`src/rtl/multi_cycle_control_unit.sv`:
```
// multi_cycle_control_unit: control FSM for a multicycle CPU.
// Each instruction is sequenced through IF/ID/EXE/MEM/WB. The FSM drives the
// ALU controls and every datapath enable and mux select. All outputs are
// decoded combinationally from the state register, the latched opcode and the
// ALU status flags.
// Optional build macro CU_ILLEGAL_TRAP_EN: when defined, an unknown opcode
// traps to HALT and raises a sticky 'illegal' flag. When undefined, an unknown
// opcode executes as a 2-cycle NOP and 'illegal' is tied low.
module multi_cycle_control_unit #(
    parameter int OPW = 6,
    parameter int STW = 3
) (
    input  logic           CLK,
    input  logic           Reset,
    input  logic [OPW-1:0] opcode,
    input  logic           zero,
    input  logic           sign,
    output logic           PCWre,
    output logic           IRWre,
    output logic           RegWre,
    output logic           mRD,
    output logic           mWR,
    output logic           ExtSel,
    output logic           ALUSrcA,
    output logic           ALUSrcB,
    output logic [2:0]     ALUop,
    output logic [1:0]     RegDst,
    output logic           WrRegDSrc,
    output logic           DBDataSrc,
    output logic [1:0]     PCSrc,
    output logic [STW-1:0] state,
    output logic           illegal
);

    typedef enum logic [STW-1:0] {
        S_IF   = 3'b000,
        S_ID   = 3'b001,
        S_EXE  = 3'b010,
        S_MEM  = 3'b011,
        S_WB   = 3'b100,
        S_HALT = 3'b111
    } state_t;

    localparam logic [OPW-1:0] OP_ADD   = 6'b000000;
    localparam logic [OPW-1:0] OP_SUB   = 6'b000001;
    localparam logic [OPW-1:0] OP_ADDIU = 6'b000010;
    localparam logic [OPW-1:0] OP_AND   = 6'b010000;
    localparam logic [OPW-1:0] OP_ANDI  = 6'b010001;
    localparam logic [OPW-1:0] OP_ORI   = 6'b010010;
    localparam logic [OPW-1:0] OP_XORI  = 6'b010011;
    localparam logic [OPW-1:0] OP_SLL   = 6'b011000;
    localparam logic [OPW-1:0] OP_SLTI  = 6'b100110;
    localparam logic [OPW-1:0] OP_SLT   = 6'b100111;
    localparam logic [OPW-1:0] OP_SW    = 6'b110000;
    localparam logic [OPW-1:0] OP_LW    = 6'b110001;
    localparam logic [OPW-1:0] OP_BEQ   = 6'b110100;
    localparam logic [OPW-1:0] OP_BNE   = 6'b110101;
    localparam logic [OPW-1:0] OP_BLTZ  = 6'b110110;
    localparam logic [OPW-1:0] OP_J     = 6'b111000;
    localparam logic [OPW-1:0] OP_JR    = 6'b111001;
    localparam logic [OPW-1:0] OP_JAL   = 6'b111010;
    localparam logic [OPW-1:0] OP_HALT  = 6'b111111;

    state_t state_q;
    state_t state_d;

    logic op_add, op_sub, op_addiu, op_and, op_andi, op_ori, op_xori, op_sll;
    logic op_slti, op_slt, op_sw, op_lw, op_beq, op_bne, op_bltz;
    logic op_j, op_jr, op_jal, op_halt;
    logic is_rtype_s, is_branch_s, is_jump_s, is_known_s, branch_taken_s;

    assign op_add   = (opcode == OP_ADD);
    assign op_sub   = (opcode == OP_SUB);
    assign op_addiu = (opcode == OP_ADDIU);
    assign op_and   = (opcode == OP_AND);
    assign op_andi  = (opcode == OP_ANDI);
    assign op_ori   = (opcode == OP_ORI);
    assign op_xori  = (opcode == OP_XORI);
    assign op_sll   = (opcode == OP_SLL);
    assign op_slti  = (opcode == OP_SLTI);
    assign op_slt   = (opcode == OP_SLT);
    assign op_sw    = (opcode == OP_SW);
    assign op_lw    = (opcode == OP_LW);
    assign op_beq   = (opcode == OP_BEQ);
    assign op_bne   = (opcode == OP_BNE);
    assign op_bltz  = (opcode == OP_BLTZ);
    assign op_j     = (opcode == OP_J);
    assign op_jr    = (opcode == OP_JR);
    assign op_jal   = (opcode == OP_JAL);
    assign op_halt  = (opcode == OP_HALT);

    assign is_rtype_s  = op_add | op_sub | op_and | op_sll | op_slt;
    assign is_branch_s = op_beq | op_bne | op_bltz;
    assign is_jump_s   = op_j | op_jr | op_jal;
    assign is_known_s  = is_rtype_s | is_branch_s | is_jump_s | op_halt |
                         op_addiu | op_andi | op_ori | op_xori | op_slti |
                         op_sw | op_lw;

    // Branch condition; zero/sign only reach an output through the EXE-state PCSrc decode.
    assign branch_taken_s = (op_beq & zero) | (op_bne & ~zero) | (op_bltz & sign);

    // Next-state selection for the instruction sequencer.
    always_comb begin
        state_d = S_IF;
        case (state_q)
            S_IF:   state_d = S_ID;
            S_ID: begin
                if (is_jump_s) begin
                    state_d = S_IF;
                end else if (op_halt) begin
                    state_d = S_HALT;
                end else if (!is_known_s) begin
`ifdef CU_ILLEGAL_TRAP_EN
                    state_d = S_HALT;
`else
                    state_d = S_IF;
`endif
                end else begin
                    state_d = S_EXE;
                end
            end
            S_EXE: begin
                if (is_branch_s) begin
                    state_d = S_IF;
                end else if (op_lw | op_sw) begin
                    state_d = S_MEM;
                end else begin
                    state_d = S_WB;
                end
            end
            S_MEM: begin
                if (op_sw) begin
                    state_d = S_IF;
                end else begin
                    state_d = S_WB;
                end
            end
            S_WB:   state_d = S_IF;
            S_HALT: state_d = S_HALT;
            default: state_d = S_IF;
        endcase
    end

    // State register; reset aborts any in-flight instruction back to IF.
    always_ff @(posedge CLK or negedge Reset) begin
        if (!Reset) begin
            state_q <= S_IF;
        end else begin
            state_q <= state_d;
        end
    end

    assign state = state_q;

`ifdef CU_ILLEGAL_TRAP_EN
    logic illegal_q;

    // Sticky trap flag: set when an unknown opcode is decoded, cleared only by reset.
    always_ff @(posedge CLK or negedge Reset) begin
        if (!Reset) begin
            illegal_q <= 1'b0;
        end else if ((state_q == S_ID) && !is_known_s) begin
            illegal_q <= 1'b1;
        end else begin
            illegal_q <= illegal_q;
        end
    end

    assign illegal = illegal_q;
`else
    assign illegal = 1'b0;
`endif

    // Datapath control decode; write enables are masked while Reset is low.
    always_comb begin
        IRWre     = Reset & (state_q == S_IF);
        PCWre     = Reset & (state_d == S_IF);
        RegWre    = Reset & ((state_q == S_WB) | ((state_q == S_ID) & op_jal));
        mRD       = Reset & (state_q == S_MEM) & op_lw;
        mWR       = Reset & (state_q == S_MEM) & op_sw;
        ExtSel    = ~(op_andi | op_ori | op_xori);
        ALUSrcA   = op_sll;
        ALUSrcB   = op_addiu | op_andi | op_ori | op_xori | op_slti | op_lw | op_sw;
        WrRegDSrc = ~op_jal;
        DBDataSrc = op_lw;

        ALUop = 3'b000;
        if (op_sub | is_branch_s) begin
            ALUop = 3'b001;
        end else if (op_sll) begin
            ALUop = 3'b010;
        end else if (op_ori) begin
            ALUop = 3'b011;
        end else if (op_and | op_andi) begin
            ALUop = 3'b100;
        end else if (op_slt | op_slti) begin
            ALUop = 3'b110;
        end else if (op_xori) begin
            ALUop = 3'b111;
        end else begin
            ALUop = 3'b000;
        end

        RegDst = 2'b01;
        if (op_jal) begin
            RegDst = 2'b00;
        end else if (is_rtype_s) begin
            RegDst = 2'b10;
        end else begin
            RegDst = 2'b01;
        end

        PCSrc = 2'b00;
        if (op_j | op_jal) begin
            PCSrc = 2'b11;
        end else if (op_jr) begin
            PCSrc = 2'b10;
        end else if ((state_q == S_EXE) && branch_taken_s) begin
            PCSrc = 2'b01;
        end else begin
            PCSrc = 2'b00;
        end
    end

endmodule

```
`config.mk`:
```
export PLATFORM = sky130hd
export DESIGN_NAME = multi_cycle_control_unit
export DESIGN_NICKNAME = d
export VERILOG_FILES = /design/src/rtl/multi_cycle_control_unit.sv
export SDC_FILE = /design/constraint.sdc
export NUM_CORES = 1
export LEC_CHECK = 0
export ABC_AREA = 1
export CAP_MARGIN = 20
export CORE_MARGIN = 3
export CORE_UTILIZATION = 38
export DETAILED_ROUTE_END_ITERATION = 10
export GPL_ROUTABILITY_DRIVEN = 0
export HOLD_SLACK_MARGIN = 0.15
export PLACE_DENSITY = 0.79
export SLEW_MARGIN = 20
export SYNTH_ARGS = -nofsm -noshare
export SYNTH_HDL_FRONTEND = slang
export SYNTH_SLANG_ARGS = --single-unit
```
`constraint.sdc`:
```
create_clock -name CLK -period 2.5 [get_ports CLK]
set_input_delay 0.75 -clock CLK [delete_from_list [all_inputs] [get_ports CLK]]
set_output_delay 0.75 -clock CLK [all_outputs]
set_load 0.01 [all_outputs]
```
==> results of run 1 <==
cell usage after synthesis:
cell type,n,area [um^2]
sky130_fd_sc_hd__a21oi_1,1,5.000
sky130_fd_sc_hd__a21oi_2,1,8.760
sky130_fd_sc_hd__buf_4,1,7.510
sky130_fd_sc_hd__clkinv_1,1,3.750
sky130_fd_sc_hd__conb_1,1,3.750
sky130_fd_sc_hd__dfrtp_1,3,75.07
sky130_fd_sc_hd__inv_1,20,75.07
sky130_fd_sc_hd__inv_2,2,7.510
sky130_fd_sc_hd__nand2_1,27,101.4
sky130_fd_sc_hd__nand2_2,4,25.02
sky130_fd_sc_hd__nand3_1,11,55.05
sky130_fd_sc_hd__nand3_2,4,40.04
sky130_fd_sc_hd__nand4_1,3,18.77
sky130_fd_sc_hd__nor2_1,15,56.30
sky130_fd_sc_hd__nor2_2,5,31.28
sky130_fd_sc_hd__nor2_4,1,11.26
sky130_fd_sc_hd__nor3_1,1,5.000
sky130_fd_sc_hd__nor3b_1,1,7.510
sky130_fd_sc_hd__nor4_1,1,6.260
sky130_fd_sc_hd__o21ai_0,3,15.01
sky130_fd_sc_hd__o21ai_2,1,8.760
worst paths after layout:
path	slack, ns	start	endpoint	cells after the start
max in group asynchronous	1.57	Reset	state[0]$_DFF_PN0_	2
min reg2reg	0.71	state[2]$_DFF_PN0_	state[1]$_DFF_PN0_	2
max reg2reg	0.95	state[2]$_DFF_PN0_	state[0]$_DFF_PN0_	9
max	-0.22	opcode[0]	PCWre	12
min in group asynchronous	0.83	Reset	state[2]$_DFF_PN0_	2
min	0.71	state[2]$_DFF_PN0_	state[1]$_DFF_PN0_	2
per-stage QoR:
| step | hold WS (ns) | setup TNS [ns] | power, uW |
|---|---|---|---|
| floorplan | 0.4544 | 0 | 209.0 |
| global placement | 0.6062 | -11.70 | 353.1 |
| detailed placement | 0.6111 | -12.16 | 355.3 |
| CTS | 0.6252 | -0.1564 | 447.2 |
| global route | 0.7247 | -0.6590 | 539.1 |
| finish | 0.7057 | -0.3908 | 512.9 |
worst max-delay path, cell delays in order:
cell                      delay [ns]
sky130_fd_sc_hd__buf_4          0.14
sky130_fd_sc_hd__buf_4          0.14
sky130_fd_sc_hd__nand2_1        0.07
sky130_fd_sc_hd__nand2_1        0.06
sky130_fd_sc_hd__nand2_1        0.10
sky130_fd_sc_hd__nand2_2        0.07
sky130_fd_sc_hd__nor2_4         0.12
sky130_fd_sc_hd__nand3_2        0.08
sky130_fd_sc_hd__nand2_2        0.07
sky130_fd_sc_hd__nand3_2        0.07
sky130_fd_sc_hd__nor2_1         0.14
sky130_fd_sc_hd__buf_2          0.16
cell type report:
class / instances / share of cell area [%]
Tap cell: 15 / 1.597
Timing Repair Buffer: 58 / 39.83
Multi-Input combinational cell: 80 / 42.39
Inverter: 23 / 7.561
Clock buffer: 4 / 2.236
Sequential cell: 3 / 6.390
logic make-up after synthesis:
logic type / Yosys count / synth area share (%)
buffers and inverters: 24 / 16.52
DFF: 3 / 13.22
AOI/OAI and AO/OA: 6 / 6.607
other: 1 / 0.6602
and+or+nand+nor: 73 / 63.00
what timing repair did:
item,4_1_cts,5_1_grt
setup endpoints to repair,17,12
pin swaps,9,12
gates cloned,0,0
resized for setup,84,37
buffers inserted,3,4
power by group:
group / switching, uW / internal, uW / total, uW
Sequential: 23.4 / 65.3 / 88.7
Combinational: 172 / 166 / 338
Clock: 26.0 / 59.9 / 85.8
Total: 222 / 291 / 513
per-layer routing:
layer  GRT usage (%)  up-vias  share of wire, %
met3           4.065       10                10
met4           3.614        0               2.7
met2           43.55       72                49
met1           31.07      448                38
met5               0        -                 0
li1                -      454                 -
==> results.yml, run 1 <==
outcome:
  run_status: "complete, but fails checks"
  failed_checks: "setup timing"
critical_path:
  worstPathArrival_ns: 1.97
  path_max_fanout: 4
  endpoint_kind: "output port"
  worst_setup_path_start_kind: "primary input"
  required_ns: 1.75
  criticalPathCategory: "primary input to output port"
route:
  routed_wl_mm: 2.695
  wl_per_cell_um: 14.73
  dr.pass1.iters: 4
  drt-vias-per-instance: 5.377
  drtAntennaViolNets: 0
  initialDrtViolationCount: 42
  post-route-drc-count: 0
  vias: 984
clock_tree:
  clk_path_buf_depth: 2
  tritoncts.num_buffers: 3
  tritoncts: "done"
  cts_htree_levels: 1
  clockRootBuffer: "sky130_fd_sc_hd__clkbuf_4"
  cts.sinks: 3
  cts_hold_repair.buffers: 0
  clk_pin_slew_worst_paths_ns: 0.04
  insertion_delay_ns: 0.23
floorplan:
  initial_core_util_pct: 42.08
  floorplan.core_area_mm2: 0.001350
  die-area_mm2: 0.001995
  die_w_um: 44.67
  die_y_um: 44.67
  std_cell_rows: 13
  io_pins: 31
layout:
  fillers: 79
  layout-drive-gt1-share_pct: 52.98
  nets: 179
  mostFrequentLayoutCell: "sky130_fd_sc_hd__buf_4"
  layout.area.seq_um2: 75.07
  design_area_mm2: 0.001175
  final_cell_mix: "sky130_fd_sc_hd__buf_4, sky130_fd_sc_hd__nand2_1, sky130_fd_sc_hd__inv_1"
  antenna-diode-count: 0
  post-route-util_pct: 87.02
  largest_register_ffs: 3
  instances_no_fill: 183
  areaGrowthSynthToFinish_pct: 106.8
  multi_input_gate_area_in_the_final_layout_um2: 498.0
placed_design:
  placed_cell_area_mm2: 0.001035
  place.port_buffers: 29
  detailed_placement_wirelength_estimate_mm: 1.567
  post-place-cells: 172
  pre_cts_slack_ns: -0.9905
pwr:
  p_leak_uw: 0.0006809
  worst_ir_drop_vdd_v: 0.0004459
  powerDensity_mw_per_mm2: 436.6
synthesis:
  yosys_warnings: 0
  synth-seq-area-share_pct: 13.22
  synth_cell_types: 21
  mapped_avg_cell_area_um2: 5.309
  synth.cell_area_um2: 568.0
  syn_nets: 117
  postSynthRegisterBits: 3
  synthesis.instances: 107
sta:
  finalSetupViolCount: 3
  min_period_over_period_pct: 108.9
  final_critical_path_setup_slack_ns: -0.2220
  endpoints_failing_hold: 0
  slew_viol_final: 0
  rsz_0062_raised_after_global_routing: "true"
  final.min_clock_period_ns: 2.722
  fin_worst_skew_ns: 0.004073
  clock.fmax_mhz: 367.4
grt:
  wire_length_of_the_first_global_routing_pass_mm: 3.670
  grt_pass1_vias: 860
  grt_antenna_before_repair: 0
  grt_max_degree: 7
  overflow: 0
  track_usage_pct: 24.50
min_path:
  hold_path.class: "flop to flop"
job:
  max_cap_violations: 0
Note: power is estimated with default switching activity, not from simulation.
==> run 2: changes to the inputs <==
- CORE_MARGIN: 3 -> 8
==> run 2 against run 1 <==
Compared with the run above:
- first-iteration DRC count fell by 36%
- the run still ends with setup timing left
- critical path depth fell by 2
- non-clock buffer count increased by 2
- largest cell class unchanged
- die area rose by 50%
- largest power group unchanged
- via count decreased by 2.5%
- design area up 6.6%
==> results.yml, run 2 (synthesized netlist as in run 1, its figures left out) <==
outcome:
  run_status: "complete, but fails checks"
  failed_checks: "setup timing"
grt:
  overflow: 0
  wire_length_of_the_first_global_routing_pass_mm: 3.808
  track_usage_pct: 17.26
  grt_pass1_vias: 886
  grt_antenna_before_repair: 0
  grt_max_degree: 7
critical_path:
  timing.critical_path.mode_cell: "sky130_fd_sc_hd__buf_6"
  crit_path_cell_trace: "buf_6 -> buf_6 -> nor2_4 -> nand3_4 -> o21ai_2 -> nand3_2 -> nor2_2 -> nand2_1 -> nor2_1 -> buf_2"
  crit_path_max_incr_delay_ns: 0.19
  path_max_fanout: 4
  worstPathArrival_ns: 1.92
  endpoint_kind: "output port"
  required_ns: 1.75
  ff2ff_path_depth: 8
  worst_setup_path_start_kind: "primary input"
  critical_path.slowest_cell: "sky130_fd_sc_hd__nor2_4"
  setup_slack_reg_to_reg_ns: 1.13
  criticalPathCategory: "primary input to output port"
placed_design:
  place.port_buffers: 29
  detailed_placement_wirelength_estimate_mm: 1.806
  pre_cts_slack_ns: -0.9532
  post-place-cells: 174
  placed_cell_area_mm2: 0.001044
min_path:
  hold_path.class: "flop to flop"
  holdPathStages: 2
pwr:
  powerDensity_mw_per_mm2: 398.2
  p_leak_uw: 0.0006979
  worst_ir_drop_vdd_v: 0.0005423
sta:
  endpoints_failing_hold: 0
  timing.setup.tns_ns: -0.2765
  slew_viol_final: 0
  final.min_clock_period_ns: 2.666
  rsz_0062_raised_after_global_routing: "true"
  clock.fmax_mhz: 375.1
  hold-worst-slack_ns: 0.6267
  final_critical_path_setup_slack_ns: -0.1657
  min_period_over_period_pct: 106.6
  finalSetupViolCount: 4
  fin_worst_skew_ns: 0.003967
route:
  dr.pass1.iters: 4
  drtAntennaViolNets: 0
  drt-vias-per-instance: 5.156
  vias: 959
  wl_per_cell_um: 15.46
  post-route-drc-count: 0
  routed_wl_mm: 2.875
  initialDrtViolationCount: 27
job:
  max_cap_violations: 0
floorplan:
  die_y_um: 54.67
  die_w_um: 54.67
  initial_core_util_pct: 39.07
  floorplan.core_area_mm2: 0.001454
  io_pins: 31
  die-area_mm2: 0.002988
  std_cell_rows: 14
layout:
  mostFrequentLayoutCell: "sky130_fd_sc_hd__buf_4"
  largest_register_ffs: 3
  instances_no_fill: 186
  layout-drive-gt1-share_pct: 57.06
  antenna-diode-count: 0
  design_area_mm2: 0.001252
  areaGrowthSynthToFinish_pct: 120.5
  nets: 181
  final_cell_mix: "sky130_fd_sc_hd__buf_4, sky130_fd_sc_hd__nand2_1, sky130_fd_sc_hd__inv_1"
clock_tree:
  cts_hold_repair.buffers: 0
  cts_htree_levels: 1
  clockRootBuffer: "sky130_fd_sc_hd__clkbuf_4"
  clk_pin_slew_worst_paths_ns: 0.04
  clk_path_buf_depth: 2
  tritoncts: "done"
  insertion_delay_ns: 0.25
  tritoncts.num_buffers: 3
  cts.sinks: 3
[run 2: cell types whose count changed in the layout (fill, tap and decap cells not counted), moves of 2 or more]
| cell | before | now |
|---|---|---|
| sky130_fd_sc_hd__buf_2 | 6 | 11 |
| sky130_fd_sc_hd__buf_4 | 30 | 26 |
| sky130_fd_sc_hd__buf_6 | 4 | 10 |
| sky130_fd_sc_hd__clkbuf_2 | 4 | 2 |
| sky130_fd_sc_hd__dlygate4sd2_1 | 5 | 1 |
| sky130_fd_sc_hd__inv_2 | 7 | 3 |
| sky130_fd_sc_hd__nand2_1 | 22 | 20 |
| sky130_fd_sc_hd__nand3_1 | 9 | 7 |
| sky130_fd_sc_hd__nand3_4 | 1 | 4 |
| sky130_fd_sc_hd__o21ai_0 | 2 | 0 |
| sky130_fd_sc_hd__o21ai_1 | 0 | 2 |
[run 2: critical path, delay by kind of cell]
family | cells | cell delay [ns]
buffers and inverters | 3 | 0.35
and+or+nand+nor | 6 | 0.65
AOI/OAI and AO/OA | 1 | 0.15
[run 2: stage by stage]
stage | util [%] | total power [uW]
6_report | 86.14 | 498.8
5_1_grt | 86.14 | 529.9
4_1_cts | 76.08 | 463.1
3_5_place_dp | 71.77 | 375.0
3_3_place_gp | 71.77 | 370.4
2_1_floorplan | - | 209.0
[run 2: layer usage]
layer  global-route usage, %  share of wire (%)  vias to the layer above
met3                   5.978                8.1                       14
met4                   9.016                4.0                        0
met5                       0                  0                        -
met2                   29.81                 50                       56
met1                   17.94                 38                      431
li1                        -                  -                      458
[run 2: where the power goes]
group          internal [uW]  switching [uW]
sequential              65.3            24.3
clock                   60.4            34.6
combinational            152             162
[run 2: repair_timing]
| action | 4_1_cts | 5_1_grt |
|---|---|---|
| buffers inserted | 6 | 2 |
| endpoints found under the hold margin | 0 | 0 |
| setup endpoints to repair | 17 | 14 |
| pin swaps | 10 | 14 |
| gates resized for setup | 103 | 50 |
[run 2: area by class of cell]
type / count / area, um^2
Multi-Input combinational cell: 80 / 541.8
Tap cell: 16 / 20.02
Sequential cell: 3 / 75.07
Timing Repair Buffer: 60 / 491.7
Fill cell: 77 / 201.4
Inverter: 23 / 97.59
Clock buffer: 4 / 26.28
[run 2: path summary, 6_finish.rpt]
path / from / end
setup reg to reg: state[2]$_DFF_PN0_ / state[0]$_DFF_PN0_
min in group asynchronous: Reset / state[1]$_DFF_PN0_
hold reg to reg: state[2]$_DFF_PN0_ / state[2]$_DFF_PN0_
max in group asynchronous: Reset / state[0]$_DFF_PN0_
hold / removal: state[2]$_DFF_PN0_ / state[2]$_DFF_PN0_
setup / recovery: opcode[3] / PCWre
